## src/rtl/small_comb_logic.sv

```systemverilog
// small_comb_logic: packs six small Boolean/arithmetic results of one input
// byte into one output byte.
//   d_out[0]   d_f   : (d0 & d1) | (~d2 & d3)
//   d_out[1]   d_inv : ~d0
//   d_out[3:2] d_xor : d[1:0] ^ d[3:2]
//   d_out[5:4] d_sum : d[5:4] + d[7:6], carry dropped
//   d_out[6]   d_and : &d
//   d_out[7]   d_or  : |d
// Optional macro SMALL_COMB_LOGIC_OUT_REG_EN adds a 1-cycle output register
// (async active-low clear). Without it the block is purely combinational and
// clk/resetn are present but have no effect.
module small_comb_logic (
  input  logic       clk,
  input  logic       resetn,
  input  logic [7:0] d_in,
  output logic [7:0] d_out
);

  logic       d_f;
  logic       d_inv;
  logic [1:0] d_xor;
  logic [1:0] d_sum;
  logic       d_and;
  logic       d_or;
  logic [7:0] res_d;

  // Per-field results of the input byte
  always_comb begin
    d_f   = (d_in[0] & d_in[1]) | (~d_in[2] & d_in[3]);
    d_inv = ~d_in[0];
    d_xor = d_in[1:0] ^ d_in[3:2];
    d_sum = d_in[5:4] + d_in[7:6];   // 2-bit context: carry wraps away
    d_and = &d_in;
    d_or  = |d_in;
  end

  // Fixed field layout consumers rely on
  assign res_d = {d_or, d_and, d_sum, d_xor, d_inv, d_f};

`ifdef SMALL_COMB_LOGIC_OUT_REG_EN
  logic [7:0] d_out_q;

  // Output register; reset discards any pending value immediately
  always_ff @(posedge clk or negedge resetn) begin
    if (!resetn) d_out_q <= 8'h00;
    else         d_out_q <= res_d;
  end

  assign d_out = d_out_q;
`else
  // Clock and reset are kept on the port list for drop-in compatibility
  logic unused_clk_rst;
  assign unused_clk_rst = &{1'b0, clk, resetn};

  assign d_out = res_d;
`endif

endmodule

```

## config.mk

```make
export PLATFORM = sky130hd
export DESIGN_NAME = small_comb_logic
export DESIGN_NICKNAME = d
export VERILOG_FILES = /design/src/rtl/small_comb_logic.sv
export SDC_FILE = /design/constraint.sdc
export NUM_CORES = 1
export LEC_CHECK = 0
export BUFFER_PORTS_ARGS = -buffer_cell sky130_fd_sc_hd__buf_2
export CAP_MARGIN = 20
export CORE_AREA = 2 2 39 41
export DETAILED_ROUTE_END_ITERATION = 16
export DIE_AREA = 0 0 41 43
export PLACE_DENSITY_LB_ADDON = 0.3
export SLEW_MARGIN = 20
export SYNTH_ARGS = -nofsm -noshare
export SYNTH_HDL_FRONTEND = slang
export SYNTH_SLANG_ARGS = --single-unit
```

## constraint.sdc

```tcl
create_clock -name vclk -period 1.71
set_input_delay 0.171 -clock vclk [all_inputs]
set_output_delay 0.171 -clock vclk [all_outputs]
set_load 0.02 [all_outputs]
```

# --- Word-level counts from Yosys, hierarchy flattened ---
# Index checks and enable logic that the tools add are counted.
op_classes:
  add_sub_neg: 1
  n_bitwise: 6
  reduce_logical: 2
op_table:
  columns: ["op", "n"]
  rows:
  - ["$reduce_and A8 Y1", 1]
  - ["$reduce_or A8 Y1", 1]
  - ["$add A2 B2 Y2", 1]
  - ["$and A1 B1 Y1", 2]
  - ["$not A1 Y1", 2]
  - ["$xor A2 B2 Y2", 1]
  - ["$or A1 B1 Y1", 1]
totals:
  ff_bits: 0
  inputBits: 10

# --- Longest topological paths before layout ---
logic_depth:
  depth_word: 3
  ltp_mapped: 3
  ltp_nobuf: 3

# --- Worst setup path before layout ---
# Ideal clock, no wire load.
synth_path:
  path_kind: "input port to output port"
  from: "in d_in[4]"
  to: "out d_out[5]"
  arrival_time_ps: 870
  required_time_ps: 1539
  slack_ps: 669
  stages: 3
  n_path_buf: 0
  cell_sequence: "ha_1 > xnor2_1 > xnor2_1"
synth_via:
  elab_chain_cells: 1
synth_rtl:
  columns: ["element", "line", "source"]
  rows:
  - ["start: declaration", "15", "input logic [7:0] d_in,"]
  - ["$add A2 B2 Y2", "32", "d_sum = d_in[5:4] + d_in[7:6];"]
  - ["end: declaration", "16", "output logic [7:0] d_out"]
# Every way passes these cells.

# --- Worst setup path after layout ---
# Ends and elaborated chain as after synthesis.

==> impl_metrics.csv <==
group,metric,value,unit
global_routing,grt_first_pass_wirelength,476,um
run,cap_violations,0,
yosys,synth_cell_type_count,10,
clock_network,post-cts-setup-buffers,0,
power,power,0.0000630,W
critical_path,cpMaxStageDelayCell,"ha_1",
yosys,yosysTopAreaCell,"buf_4",
layout,drive_gt1_frac,0.548,
yosys,synth_compound_area_frac,0.0385,
route,firstDrtPassIters,1,
floorplan,dieArea,1760,um^2
critical_path,crit_type,"in -> out",
route,drc,0,
timing,hold_viol,0,
global_routing,grt_usage,0.0360,
layout,antenna_cells,0,
layout,design.seq.count,0,
timing,drv_slew,0,
critical_path,critical_path.max_stage_delay,0.20,ns
timing,fin_crit,1.13,ns
yosys,yosysWarningCount,0,
placement,place.gp.congestion,0.581,
hold_path,whs_path_depth,3,
hold_path,min_path_type,"in -> out",
power,internal-power,0.0000246,W
floorplan,pin_count,18,
power,p_seq_frac,0,
critical_path,path_buf_inv,2,
power,comb_power_share,1.000,
critical_path,worstPathArrival,0.96,ns
timing,setup_violations,0,
timing,fin_tns_setup,0,ns
clock_network,cts-resized-gates,0,
yosys,syn-cell-area,130,um^2
layout,area_growth,53.8,%
layout,nClkBuffers,0,
timing,period_share,0.659,
critical_path,crit_family,"XOR/XNOR gates",
critical_path,cp.required,1.54,ns
layout,seq_area,0,um^2
yosys,synth.area.top_cells,"buf_4 (23%), xnor2_1 (13%), xor2_1 (13%)",
floorplan,initial_core_util,0.0940,
layout,layout_common_cells,"buf_2 (16), nand2_1 (3)",
timing,setup_slack,0.583,ns
yosys,synth_cells,19,
floorplan,die_w,41,um
power,power_frac_clock,0,
timing,rsz0062_at_grt,"false",
floorplan,die_h,43,um
power,leakagePower,0.102,nW
critical_path,worstPathCellList,"buf_2 > ha_1 > xnor2_1 > xnor2_1 > buf_2",
global_routing,grt_max_degree,5,
global_routing,grt_overflow,0,
floorplan,coreArea,1380,um^2
placement,dp_slack,0.570,ns
power,p_sw_frac,0.609,
route,drt_iter0_drc,0,
critical_path,startpoint_type,"input port",
global_routing,grt_pass1_vias,140,
status,status,"completed",
yosys,synth_nets,30,
route,num_vias,153,
power,power.switching,0.0000384,W
yosys,synth.avg_cell_area,6.85,um^2
critical_path,critical_path_cell_count,5,
route,postRouteAntennaNets,0,
timing,relSlewSlack,0.845,
placement,place_hpwl,334,um
route,totalWireLength,336,um
yosys,synth_mux_area_frac,0,
layout,mostFrequentLayoutCell,"buf_2",
yosys,synth_top_family_by_area,"simple AND/OR/NAND/NOR gates",
placement,port_buffers,16,
clock_network,hold_buffers,0,
critical_path,path_max_fanout,3,
yosys,ys_seq_area_frac,0,
timing,max_freq,888,MHz
yosys,synth_top_area_share,0.231,
yosys,synth_xor_area_frac,0.269,
yosys,synth_simple_gate_area_frac,0.308,
timing,worst_pin_slew,0.231,ns
global_routing,antenna_found_initial,0,
yosys,synthAdderAreaFrac,0.0962,
layout,nNetsFinal,44,
route,vias_per_cell,3.26,
route,wl_per_cell,7.15,um
floorplan,rows,14,
power,ir_drop,41.7,uV
critical_path,endpoint_kind,"output port",
power,power_density,315,nW/um^2
## stage by stage
stage          instances  utilization  area, um^2  hold WS, ns
4_1_cts               47        0.145         200        0.650
2_1_floorplan         19            -         130        0.466
3_3_place_gp          47        0.145         200        0.650
3_5_place_dp          47        0.145         200        0.650
6_report              47        0.145         200        0.645
5_1_grt               47        0.145         200        0.663
## power groups by stage
stage	Sequential, W	Clock, W	Combinational, W
CTS	0	0	0.0000644
finish	0	0	0.0000630
floorplan	0	0	0.0000397
detailed placement	0	0	0.0000643
global placement	0	0	0.0000642
global route	0	0	0.0000688
## metal layers
metal / wire (um) / GRT usage
met1: 90 / 0.0348
met2: 184 / 0.0719
met3: 60 / 0.0105
met4: 0 / 0
met5: 0 / 0
## cell usage after synthesis (all sizes together)
master / n
xnor2: 2
inv: 2
nand4: 1
nor4: 2
ha: 1
nand2: 3
buf: 4
o21ai: 1
nor3: 1
xor2: 2
## cell type report
| cell class | instances | area, um^2 |
|---|---|---|
| Fill cell | 164 | 1180 |
| Inverter | 2 | 7.51 |
| Multi-Input combinational cell | 13 | 92.6 |
| Timing Repair Buffer | 16 | 80.1 |
| Tap cell | 16 | 20.0 |
## kinds of logic (layout without fill, tap and decap cells)
kind of cell    Yosys count  after routing
simple gates              7              7
compound gates            1              1
fa+ha+maj                 1              1
buf+inv                   6             18
xor+xnor                  4              4
## worst paths after layout
kind | end | from
setup / recovery | d_out[5] | d_in[4]
hold / removal | d_out[1] | d_in[0]
Note: power is estimated with default switching activity, not from simulation.
